## src/rtl/pb_port_master_if.sv

```systemverilog
// Port-bus master interface: command stream in, response stream out,
// and the KCPSM6-style peripheral port bus.
interface pb_port_master_if;
    logic [7:0] cmd_data;
    logic       cmd_valid;
    logic       cmd_ready;
    logic [7:0] rsp_data;
    logic       rsp_valid;
    logic       rsp_ready;
    logic [7:0] port_id;
    logic [7:0] out_port;
    logic [7:0] in_port;
    logic       write_strobe;
    logic       read_strobe;
    logic       busy;

    modport master (
        input  cmd_data, cmd_valid, rsp_ready, in_port,
        output cmd_ready, rsp_data, rsp_valid, port_id, out_port,
        output write_strobe, read_strobe, busy
    );

    modport slave (
        output cmd_data, cmd_valid, rsp_ready, in_port,
        input  cmd_ready, rsp_data, rsp_valid, port_id, out_port,
        input  write_strobe, read_strobe, busy
    );
endinterface

```

## src/rtl/pb_port_master.sv

```systemverilog
// Byte-command driven initiator for the PicoBlaze port bus: W/R commands
// become port write/read cycles, results return on the response stream.
module pb_port_master #(
    parameter logic [7:0]  WR_OPCODE      = 8'h57,
    parameter logic [7:0]  RD_OPCODE      = 8'h52,
    parameter logic [7:0]  ACK_CODE       = 8'h2E,
    parameter logic [7:0]  ERR_CODE       = 8'h3F,
    parameter logic [15:0] TIMEOUT_CYCLES = 16'd50000
) (
    input logic           clk,
    input logic           reset,
    pb_port_master_if.master bus
);
    typedef enum logic [2:0] {
        IDLE, GET_ADDR, GET_DATA, BUS_SETUP, BUS_STROBE, RESP
    } state_t;

    state_t      state_q, state_d;
    logic        is_wr_q, is_wr_d;
    logic [7:0]  port_id_q, port_id_d;
    logic [7:0]  out_port_q, out_port_d;
    logic [7:0]  rsp_data_q, rsp_data_d;
    logic [15:0] cnt_q, cnt_d;

    logic cmd_ready;
    logic xfer;
    logic tmo;

    assign cmd_ready = (state_q == IDLE) || (state_q == GET_ADDR) ||
                       (state_q == GET_DATA);
    assign xfer = bus.cmd_valid && cmd_ready;
    assign tmo  = (cnt_q == TIMEOUT_CYCLES - 16'd1);

    always_ff @(posedge clk or negedge reset) begin
        if (!reset) begin
            state_q    <= IDLE;
            is_wr_q    <= 1'b0;
            port_id_q  <= 8'h00;
            out_port_q <= 8'h00;
            rsp_data_q <= 8'h00;
            cnt_q      <= 16'd0;
        end else begin
            state_q    <= state_d;
            is_wr_q    <= is_wr_d;
            port_id_q  <= port_id_d;
            out_port_q <= out_port_d;
            rsp_data_q <= rsp_data_d;
            cnt_q      <= cnt_d;
        end
    end

    always_comb begin
        state_d    = state_q;
        is_wr_d    = is_wr_q;
        port_id_d  = port_id_q;
        out_port_d = out_port_q;
        rsp_data_d = rsp_data_q;
        cnt_d      = cnt_q;
        unique case (state_q)
            IDLE: begin
                cnt_d = 16'd0;
                if (xfer) begin
                    if (bus.cmd_data == WR_OPCODE) begin
                        is_wr_d = 1'b1;
                        state_d = GET_ADDR;
                    end else if (bus.cmd_data == RD_OPCODE) begin
                        is_wr_d = 1'b0;
                        state_d = GET_ADDR;
                    end else begin
                        rsp_data_d = ERR_CODE;
                        state_d    = RESP;
                    end
                end
            end
            GET_ADDR, GET_DATA: begin
                // An arriving byte beats an expiring timeout.
                if (xfer) begin
                    cnt_d = 16'd0;
                    if (state_q == GET_ADDR) begin
                        port_id_d = bus.cmd_data;
                        state_d   = is_wr_q ? GET_DATA : BUS_SETUP;
                    end else begin
                        out_port_d = bus.cmd_data;
                        state_d    = BUS_SETUP;
                    end
                end else if (tmo) begin
                    cnt_d   = 16'd0;
                    state_d = IDLE;
                end else if (cnt_q != 16'hFFFF) begin
                    cnt_d = cnt_q + 16'd1;
                end
            end
            BUS_SETUP: state_d = BUS_STROBE;
            BUS_STROBE: begin
                rsp_data_d = is_wr_q ? ACK_CODE : bus.in_port;
                state_d    = RESP;
            end
            RESP: begin
                if (bus.rsp_ready) state_d = IDLE;
            end
            default: state_d = IDLE;
        endcase
    end

    assign bus.cmd_ready    = cmd_ready;
    assign bus.rsp_data     = rsp_data_q;
    assign bus.rsp_valid    = (state_q == RESP);
    assign bus.port_id      = port_id_q;
    assign bus.out_port     = out_port_q;
    assign bus.write_strobe = (state_q == BUS_STROBE) && is_wr_q;
    assign bus.read_strobe  = (state_q == BUS_STROBE) && !is_wr_q;
    assign bus.busy         = (state_q != IDLE);
endmodule

```

## src/flat_wrapper.sv

```systemverilog
// flat-port wrapper written by rule: the top's interface ports become plain ports
module pb_port_master_flat 
#(
    parameter logic [7:0]  WR_OPCODE      = 8'h57,
    parameter logic [7:0]  RD_OPCODE      = 8'h52,
    parameter logic [7:0]  ACK_CODE       = 8'h2E,
    parameter logic [7:0]  ERR_CODE       = 8'h3F,
    parameter logic [15:0] TIMEOUT_CYCLES = 16'd50000
)
  (clk, reset, bus_cmd_data, bus_cmd_valid, bus_rsp_ready, bus_in_port, bus_cmd_ready, bus_rsp_data, bus_rsp_valid, bus_port_id, bus_out_port, bus_write_strobe, bus_read_strobe, bus_busy);
  pb_port_master_if bus_i ();
  input logic clk;
  input logic reset;
  input wire logic [$bits(bus_i.cmd_data)-1:0] bus_cmd_data;
  input wire logic [$bits(bus_i.cmd_valid)-1:0] bus_cmd_valid;
  input wire logic [$bits(bus_i.rsp_ready)-1:0] bus_rsp_ready;
  input wire logic [$bits(bus_i.in_port)-1:0] bus_in_port;
  output wire logic [$bits(bus_i.cmd_ready)-1:0] bus_cmd_ready;
  output wire logic [$bits(bus_i.rsp_data)-1:0] bus_rsp_data;
  output wire logic [$bits(bus_i.rsp_valid)-1:0] bus_rsp_valid;
  output wire logic [$bits(bus_i.port_id)-1:0] bus_port_id;
  output wire logic [$bits(bus_i.out_port)-1:0] bus_out_port;
  output wire logic [$bits(bus_i.write_strobe)-1:0] bus_write_strobe;
  output wire logic [$bits(bus_i.read_strobe)-1:0] bus_read_strobe;
  output wire logic [$bits(bus_i.busy)-1:0] bus_busy;
  assign bus_i.cmd_data = bus_cmd_data;
  assign bus_i.cmd_valid = bus_cmd_valid;
  assign bus_i.rsp_ready = bus_rsp_ready;
  assign bus_i.in_port = bus_in_port;
  assign bus_cmd_ready = bus_i.cmd_ready;
  assign bus_rsp_data = bus_i.rsp_data;
  assign bus_rsp_valid = bus_i.rsp_valid;
  assign bus_port_id = bus_i.port_id;
  assign bus_out_port = bus_i.out_port;
  assign bus_write_strobe = bus_i.write_strobe;
  assign bus_read_strobe = bus_i.read_strobe;
  assign bus_busy = bus_i.busy;
  pb_port_master #(.WR_OPCODE(WR_OPCODE), .RD_OPCODE(RD_OPCODE), .ACK_CODE(ACK_CODE), .ERR_CODE(ERR_CODE), .TIMEOUT_CYCLES(TIMEOUT_CYCLES)) u_core (.clk(clk), .reset(reset), .bus(bus_i));
endmodule
```

## config.mk

```make
export PLATFORM = sky130hd
export DESIGN_NAME = pb_port_master_flat
export DESIGN_NICKNAME = d
export VERILOG_FILES = /design/src/rtl/pb_port_master_if.sv /design/src/rtl/pb_port_master.sv /design/src/flat_wrapper.sv
export SDC_FILE = /design/constraint.sdc
export NUM_CORES = 1
export LEC_CHECK = 0
export BUFFER_PORTS_ARGS = -buffer_cell sky130_fd_sc_hd__buf_4
export CAP_MARGIN = 30
export CORE_MARGIN = 3
export CORE_UTILIZATION = 53
export DETAILED_ROUTE_END_ITERATION = 10
export GPL_TIMING_DRIVEN = 0
export PLACE_DENSITY = 0.88
export REMOVE_ABC_BUFFERS = 1
export SETUP_SLACK_MARGIN = 0.15
export SLEW_MARGIN = 15
export SYNTH_ARGS = -nofsm -noshare
export SYNTH_HDL_FRONTEND = slang
export SYNTH_SLANG_ARGS = --single-unit
```

## constraint.sdc

```tcl
create_clock -name clk -period 2.7 [get_ports clk]
set_clock_uncertainty 0.05 [all_clocks]
set_input_delay 0.675 -clock clk [delete_from_list [all_inputs] [get_ports clk]]
set_output_delay 0.675 -clock clk [all_outputs]
set_load 0.01 [all_outputs]
```

==> results of run 1 <==
-- layout make-up --
type                            instances  share of cell area, %
Inverter                                9                   1.28
Tap cell                               48                   2.27
Timing Repair Buffer                   49                   13.9
Clock inverter                          2                  0.379
Clock buffer                            6                   3.12
Multi-Input combinational cell        146                   37.4
Sequential cell                        44                   41.6
-- routing by layer --
metal	GRT usage, %	vias to the layer above	part of all wire, %
li1	-	864	-
met1	26.6	892	40
met2	35.4	60	52
met3	6.81	7	6.5
met4	5.96	0	0.78
met5	0	-	0
-- power by group --
part / internal (mW) / switching (mW)
clock network: 0.204 / 0.215
logic: 0.475 / 0.490
registers: 0.836 / 0.148
total: 1.51 / 0.853
-- worst max-delay path by stage --
stage | endpoint | slack (ns) | cells after the start
floorplan | u_core.cnt_q[8] | 0.51 | 4
global placement | u_core.cnt_q[3] | 0.0003 | 5
detailed placement | u_core.cnt_q[12] | 0.16 | 6
CTS | bus_read_strobe | 0.18 | 5
global route | bus_read_strobe | 0.11 | 5
finish | bus_read_strobe | 0.25 | 5
-- worst max-delay path, cell delays in order, from the launching register on --
cell and delay (ns):
dfrtp_1 0.51, nor2_2 0.24, nand2_1 0.12, or2_2 0.34
inv_1 0.11, buf_4 0.12
-- sequential cells by signal, indices dropped and copies added, names as in the netlist --
signal / count
u_core.bus.port_id: 8
u_core.is_wr_q: 1
u_core.state_q: 3
u_core.bus.out_port: 8
u_core.cnt_q: 16
u_core.bus.rsp_data: 8
-- cells by family after synthesis --
kind of cell | after synthesis
adder cells (fa/ha/maj) | 1
multiplexers | 18
XOR/XNOR | 2
flip-flops | 44
AND/OR/NAND/NOR | 73
buffers and inverters | 17
AO/OA/AOI/OAI | 52
-- synthesized netlist by cell type (2+ instances only) --
cell type and n:
nand4_1 4, or2_2 3, nor4_1 6, nor2_1 9
o21ai_0 10, nor3_1 5, and3_1 2, inv_1 9
a21oi_1 13, mux2_2 16, a41oi_1 3, o211ai_1 3
or4_1 5, o31ai_1 2, nand2_1 16, nor2b_1 3
o21a_1 2, buf_6 2, mux2i_1 2, dfrtp_1 44
a31oi_1 5, o22a_1 6, nand2b_1 2, clkbuf_1 4
a22o_1 2, nand3_1 9, a21o_1 2, or3_1 2
buf_2 2
-- timing repair --
| action | 4_1_cts | 5_1_grt |
|---|---|---|
| setup endpoints to repair | 0 | 5 |
| resized for setup | 0 | 4 |
| endpoints found under the hold margin | 0 | 0 |
-- metrics by stage --
| stage | worst slack, ns | utilization [%] | area (um^2) | power (mW) | hold slack, ns |
|---|---|---|---|---|---|
| finish | 0.251 | 69.6 | 2640 | 2.37 | 0.305 |
| global route | 0.105 | 69.6 | 2640 | 2.53 | 0.342 |
| CTS | 0.182 | 69.1 | 2630 | 2.38 | 0.331 |
| detailed placement | 0.159 | 66.7 | 2530 | 1.96 | 0.432 |
| global placement | 0.000254 | 66.5 | 2530 | 1.91 | 0.422 |
| floorplan | 0.507 | - | 2110 | 1.51 | 0.329 |
==> impl_metrics.ini, run 1 <==
[setup_path]
worstReg2RegStart = u_core.cnt_q[0]
r2r_cells = 6
required_ns = 1.98
startpoint_type = flip-flop
crit_fanout = 11
arrival_ns = 1.72
critical_path.startpoint = u_core.state_q[1]
worstReg2RegEnd = u_core.cnt_q[12]
r2r_setup_slack_ns = 0.28
crit_type = flip-flop to output pin
cp-end-kind = output pin

[placed_design]
gp_congestion = 0.893
dp_cells = 296
portBuffers = 48
dp_hpwl_mm = 3.57

[global_routing]
first_global_vias = 1809
grt_use_total_pct = 21.2
grt_max_degree = 45
grt_overflow_total = 0
grt_pass1_wl_mm = 8.29
antenna_found_initial = 0

[layout]
most-common-layout-cells = buf_4 (49), dfrtp_1 (44), nand2_1 (16), mux2_2 (16), a21oi_1 (13)
antenna_cells = 0
multi_input_area_um2 = 988
area_growth_pct = 22.8
seqCellArea_mm2 = 0.00110
stdcell_count = 304
final_common_cell = buf_4
fillCellCount = 291
fin_nets = 276
drive_above_1_share_pct = 32.0

[logic_synthesis]
ys.flop_type = dfrtp_1
synth_area_leaders = dfrtp_1 (51%), mux2_2 (8.4%), a21oi_1 (3.0%)
synth_top_area_cell = dfrtp_1
yosysWarnings = 0
synth_compound_area_share_pct = 16.0
async_flop_share_pct = 100
ys_seq_area_share_pct = 51.1
ys_types = 43
synthCells = 207
synth_edf_count = 0
ys_seq_elements = 44
syn_avg_cell_area_um2 = 10.4
synth_mux_area_share_pct = 9.30
synth_top_family_by_area = simple AND/OR/NAND/NOR gates
synth_area_mm2 = 0.00215
yosys.area_share.simple_pct = 18.4
synthAdderAreaFrac_pct = 0.581
yosys.area.top_type_share_pct = 51.1
synthXorXnorAreaFrac_pct = 0.813

[detailed_routing]
routed_via_density = 6.00
vias = 1823
antenna_left = 0
totalWireLength_mm = 4.86
drtPass1Iterations = 4
wl_per_cell_um = 16.0
drt_iter0_markers = 162
drc_errors = 0

[floorplan]
placementRows = 22
ios = 49
start_util_pct = 56.7
die_w_um = 69.7
die_area_mm2 = 0.00486
die_y_um = 69.7
coreArea_mm2 = 0.00380

[cts]
clkTransAtPathRegs_ns = 0.08
cts_num_sinks = 44
cts_buffer_depth = 2
clock_latency_ns = 0.29
numCtsBuffers = 5
holdBufCountCts = 0
h-tree-depth = 2
post_cts_buffers = 0
cts_tree = built
cts_root_buffer = clkbuf_8

[min_path]
hp-class = input port to asynchronous set/reset pin

[power_and_ir_drop]
powerDensity_mw_per_mm2 = 895
p_leak_nw = 1.14
max-vdd-ir-drop_v = 0.000644

[job]
cap_viol_max_count = 0

[timing]
tightest_slew_ns = 0.789
post-route-period-util_pct = 90.7
rsz0062_at_grt = true
hold_violations = 0
fin_tns_setup_ns = 0
period_minus_slack_ns = 2.45
setup_violations = 0
slew_viol_final = 0
slew_headroom_pct = 46.9
fmax_ghz = 0.408

[status]
outcome = completed
No activity file was read; power rests on OpenSTA's default activity.
==> inputs of run 2 (changes only) <==
--- a/config.mk
+++ b/config.mk
@@ -7,6 +7,7 @@
 export LEC_CHECK = 0
 export BUFFER_PORTS_ARGS = -buffer_cell sky130_fd_sc_hd__buf_4
 export CAP_MARGIN = 30
+export CORE_ASPECT_RATIO = 1.1
 export CORE_MARGIN = 3
 export CORE_UTILIZATION = 53
 export DETAILED_ROUTE_END_ITERATION = 10
==> constraint.sdc (replaced) <==
create_clock -name clk -period 2.7 [get_ports clk]
set_clock_uncertainty 0.05 [all_clocks]
set_input_delay 0.675 -clock clk [delete_from_list [all_inputs] [get_ports clk]]
set_output_delay 0.675 -clock clk [all_outputs]
set_load 0.02 [all_outputs]
==> run 2 against run 1 <==
Cell count rose by 0.66%. Register-to-register slack improved by 0.12 ns. Worst hold slack improved by 0.0060 ns. First-iteration DRC count rose by 30%. Highest routed layer unchanged.
==> impl_metrics.ini, run 2 (synthesis results as in run 1) <==
[setup_path]
max_stage_delay_ns = 0.51
startpoint_type = flip-flop
cp-end-kind = output pin
crit_chain = nor2_4 -> nand2_1 -> or2_2 -> inv_1 -> buf_4
arrival_ns = 1.69
required_ns = 1.98
crit_fanout = 11
worstReg2RegEnd = u_core.cnt_q[12]
r2r_cells = 6
slowest_stage = dfrtp_2
critical_path.startpoint = u_core.state_q[1]
r2r_setup_slack_ns = 0.40
worstReg2RegStart = u_core.state_q[1]
crit_type = flip-flop to output pin

[cts]
post_cts_buffers = 0
numCtsBuffers = 5
h-tree-depth = 2
clock_latency_ns = 0.30
cts_tree = built
clkTransAtPathRegs_ns = 0.09
cts_root_buffer = clkbuf_8
cts_num_sinks = 44
cts_buffer_depth = 2
holdBufCountCts = 0

[timing]
fmax_ghz = 0.413
setup_slack_ns = 0.281
tightest_slew_ns = 0.750
hold_violations = 0
rsz0062_at_grt = false
post-route-period-util_pct = 89.6
period_minus_slack_ns = 2.42
setup_violations = 0
slew_viol_final = 0
fin_tns_setup_ns = 0
slew_headroom_pct = 49.8

[layout]
fin_nets = 276
regMostFlops = u_core.cnt_q
final_area_mm2 = 0.00273
antenna_cells = 0
multi_input_area_um2 = 1000
fin_util_pct = 72.5
drive_above_1_share_pct = 33.2
largest_register_ff_count = 16
seqCellArea_mm2 = 0.00110
fillCellCount = 292
final_common_cell = buf_4
most-common-layout-cells = buf_4 (48), dfrtp_1 (43), mux2_2 (16)
area_growth_pct = 26.9

[power_and_ir_drop]
p_int_mw = 1.79
power.clock.fraction_pct = 24.5
max-vdd-ir-drop_v = 0.000672
power_frac_comb_pct = 40.2
p_leak_nw = 1.16
total_power_mw = 2.82
powerDensity_mw_per_mm2 = 1030
power_switching_mw = 1.03
swShare_pct = 36.4
seq_power_share_pct = 35.3

[global_routing]
grt_max_degree = 45
grt_use_total_pct = 22.3
grt_pass1_wl_mm = 8.43
grt_overflow_total = 0
first_global_vias = 1868
antenna_found_initial = 0

[placed_design]
place_ws_ns = 0.288
gp_congestion = 0.840
portBuffers = 48
dpl_cell_area_mm2 = 0.00254
dp_hpwl_mm = 3.40

[detailed_routing]
vias = 1838
drt_iter0_markers = 211
drtPass1Iterations = 4
routed_via_density = 6.01
drc_errors = 0
wl_per_cell_um = 16.3
totalWireLength_mm = 5.00
antenna_left = 0

[status]
outcome = completed

[floorplan]
die_area_mm2 = 0.00486
coreArea_mm2 = 0.00377
die_y_um = 72.9
die_w_um = 66.8
placementRows = 23
start_util_pct = 57.1
ios = 49

[job]
cap_viol_max_count = 0

[min_path]
hp-class = input port to asynchronous set/reset pin
run 2: worst max path at each step:
stage                        to  depth (start not counted)  slack (ns)
6_report        bus_read_strobe                          5        0.28
3_3_place_gp    u_core.cnt_q[4]                          5        0.02
5_1_grt         bus_read_strobe                          5        0.17
4_1_cts         bus_read_strobe                          5        0.19
3_5_place_dp   u_core.cnt_q[12]                          6        0.29
2_1_floorplan   u_core.cnt_q[8]                          4        0.51
run 2: critical path: cells and delay by family, from the launching register on:
family	cells	cell delay [ns]
AND/OR/NAND/NOR	3	0.62
buffers and inverters	2	0.26
flip-flops	1	0.51
run 2: through the flow:
step | cells | hold WS [ns]
final | 306 | 0.311
after global routing | 306 | 0.340
after CTS | 306 | 0.328
after detailed placement | 298 | 0.429
after global placement | 297 | 0.422
after floorplan | 199 | 0.329
run 2: power groups by stage:
stage | Sequential (mW) | Combinational [mW] | Clock (mW)
global placement | 0.979 | 1.07 | 0
floorplan | 1.13 | 0.505 | 0
global route | 1.02 | 1.23 | 0.724
finish | 0.993 | 1.13 | 0.691
detailed placement | 0.989 | 1.11 | 0
CTS | 0.981 | 1.13 | 0.699
run 2: final cells by class:
| cell class | count | share of cell area [%] |
|---|---|---|
| Multi-Input combinational cell | 146 | 36.6 |
| Tap cell | 50 | 2.29 |
| Sequential cell | 44 | 40.3 |
| Clock buffer | 5 | 2.52 |
| Timing Repair Buffer | 49 | 13.6 |
| Clock inverter | 3 | 3.30 |
| Inverter | 9 | 1.37 |
run 2: layer usage:
metal,part of all wire [%],track usage [%],vias up
met3,5.8,6.78,6
met2,51,36.6,58
met5,0,0,-
met1,42,27.7,913
li1,-,-,861
met4,1.6,7.90,0
run 2: what timing repair did:
action,in CTS,in global routing
gates cloned,0,0
endpoints found under the setup margin,1,4
resized for setup,1,7
==> inputs of run 3 (changes only) <==
--- a/config.mk
+++ b/config.mk
@@ -7,9 +7,11 @@
 export LEC_CHECK = 0
 export BUFFER_PORTS_ARGS = -buffer_cell sky130_fd_sc_hd__buf_4
 export CAP_MARGIN = 30
+export CELL_PAD_IN_SITES_DETAIL_PLACEMENT = 1
+export CELL_PAD_IN_SITES_GLOBAL_PLACEMENT = 1
 export CORE_ASPECT_RATIO = 1.1
 export CORE_MARGIN = 3
-export CORE_UTILIZATION = 53
+export CORE_UTILIZATION = 41
 export DETAILED_ROUTE_END_ITERATION = 10
 export GPL_TIMING_DRIVEN = 0
 export PLACE_DENSITY = 0.88
==> run 3 against run 2 <==
First-iteration DRC count fell by 57%. Clock power fell by 25%. Count of clock-buffer cells in the layout did not move. Critical path depth did not move. Sequential power barely moved. Via count fell by 2.1%. Sequential cell count did not move. Cell area fell by 1.5%. Fmax fell by 0.53%. Critical endpoint unchanged. Largest cell class unchanged. Highest routed layer unchanged.
==> impl_metrics.ini, run 3 (synthesis results as in run 1) <==
[status]
outcome = completed

[cts]
post_cts_buffers = 0
clock_latency_ns = 0.30
cts_buffer_depth = 2
numCtsBuffers = 5
cts_root_buffer = clkbuf_8
clkTransAtPathRegs_ns = 0.09
h-tree-depth = 2
cts_num_sinks = 44
cts_tree = built
holdBufCountCts = 0

[timing]
hold_violations = 0
period_minus_slack_ns = 2.43
post-route-period-util_pct = 90.1
fin_tns_setup_ns = 0
rsz0062_at_grt = false
slew_headroom_pct = 45.0
fmax_ghz = 0.411
whs_ns = 0.312
setup_violations = 0
slew_viol_final = 0
tightest_slew_ns = 0.824

[power_and_ir_drop]
p_leak_nw = 1.13
power.clock.fraction_pct = 19.6
max-vdd-ir-drop_v = 0.000588
swShare_pct = 39.5
p_int_mw = 1.60
power_switching_mw = 1.04
power_frac_comb_pct = 42.8
powerDensity_mw_per_mm2 = 981
total_power_mw = 2.64
seq_power_share_pct = 37.6

[layout]
fin_nets = 275
largest_register_ff_count = 16
most-common-layout-cells = buf_4 (48), dfrtp_1 (43), mux2_2 (16)
antenna_cells = 0
area_growth_pct = 25.0
regMostFlops = u_core.cnt_q
final_area_mm2 = 0.00269
drive_above_1_share_pct = 33.3
final_common_cell = buf_4
fin_util_pct = 53.5

[global_routing]
grt_pass1_wl_mm = 9.52
grt_overflow_total = 0
first_global_vias = 1910
grt_max_degree = 45
grt_use_total_pct = 20.5
antenna_found_initial = 0

[floorplan]
die_y_um = 82.0
coreArea_mm2 = 0.00503
ios = 49
placementRows = 27
start_util_pct = 42.8
die_w_um = 75.1
die_area_mm2 = 0.00616

[job]
cap_viol_max_count = 0

[min_path]
hp-class = input port to asynchronous set/reset pin

[detailed_routing]
drc_errors = 0
drtPass1Iterations = 4
wl_per_cell_um = 18.1
routed_via_density = 5.75
drt_iter0_markers = 90
totalWireLength_mm = 5.65
vias = 1799
antenna_left = 0

[setup_path]
startpoint_type = flip-flop
required_ns = 1.98
arrival_ns = 1.71
crit_fanout = 11
cp-end-kind = output pin
crit_type = flip-flop to output pin

[placed_design]
portBuffers = 48
dp_hpwl_mm = 4.05
dpl_cell_area_mm2 = 0.00254
gp_congestion = 0.843
run 3: cell count changes in the layout (fill, tap and decap cells not counted), sizes merged:
cell	previous run	this run
buf	49	48
bufinv	3	1
clkinv	0	2
run 3: routing by layer:
| metal | global-route usage (%) | routed length (um) |
|---|---|---|
| met1 | 24.9 | 2350 |
| met2 | 34.7 | 2950 |
| met3 | 6.36 | 294 |
| met4 | 5.52 | 58 |
| met5 | 0 | 0 |
run 3: final cells by class:
| type | instances | area, um^2 |
|---|---|---|
| Timing Repair Buffer | 48 | 360 |
| Clock buffer | 5 | 68.8 |
| Clock inverter | 3 | 47.5 |
| Tap cell | 58 | 72.6 |
| Fill cell | 561 | 2340 |
| Sequential cell | 44 | 1100 |
| Inverter | 9 | 37.5 |
| Multi-Input combinational cell | 146 | 1000 |
run 3: final timing paths:
| path | startpoint | endpoint | slack (ns) | depth (start not counted) |
|---|---|---|---|---|
| hold / removal | reset | u_core.cnt_q[6] | 0.31 | 1 |
| setup reg to reg | u_core.state_q[1] | u_core.cnt_q[8] | 0.43 | 5 |
| min in group clk | u_core.bus.rsp_data[1] | u_core.bus.rsp_data[1] | 0.45 | 1 |
| setup / recovery | u_core.state_q[1] | bus_read_strobe | 0.27 | 5 |
| max in group asynchronous | reset | u_core.state_q[1] | 1.88 | 1 |
| hold reg to reg | u_core.bus.rsp_data[1] | u_core.bus.rsp_data[1] | 0.45 | 1 |
run 3: what timing repair did:
item	in CTS	in global routing
gates resized for setup	1	7
pin swaps	0	0
setup endpoints to repair	1	11
run 3: power groups by stage:
stage | registers [mW] | logic, mW | clock network (mW)
3_3_place_gp | 0.981 | 1.08 | 0
4_1_cts | 0.987 | 1.13 | 0.531
2_1_floorplan | 1.13 | 0.505 | 0
6_report | 0.994 | 1.13 | 0.517
3_5_place_dp | 0.994 | 1.12 | 0
5_1_grt | 1.02 | 1.24 | 0.570
run 3: critical path, stage by stage (launching register included):
cell,delay (ns)
dfrtp_2,0.51
nor2_4,0.17
nand2_1,0.12
or2_2,0.35
inv_1,0.11
buf_4,0.15
run 3: through the flow:
| stage | setup WS, ns | cells |
|---|---|---|
| final | 0.268 | 313 |
| after global routing | 0.159 | 313 |
| after CTS | 0.161 | 313 |
| after detailed placement | 0.244 | 305 |
| after global placement | -0.0434 | 305 |
| after floorplan | 0.507 | 199 |
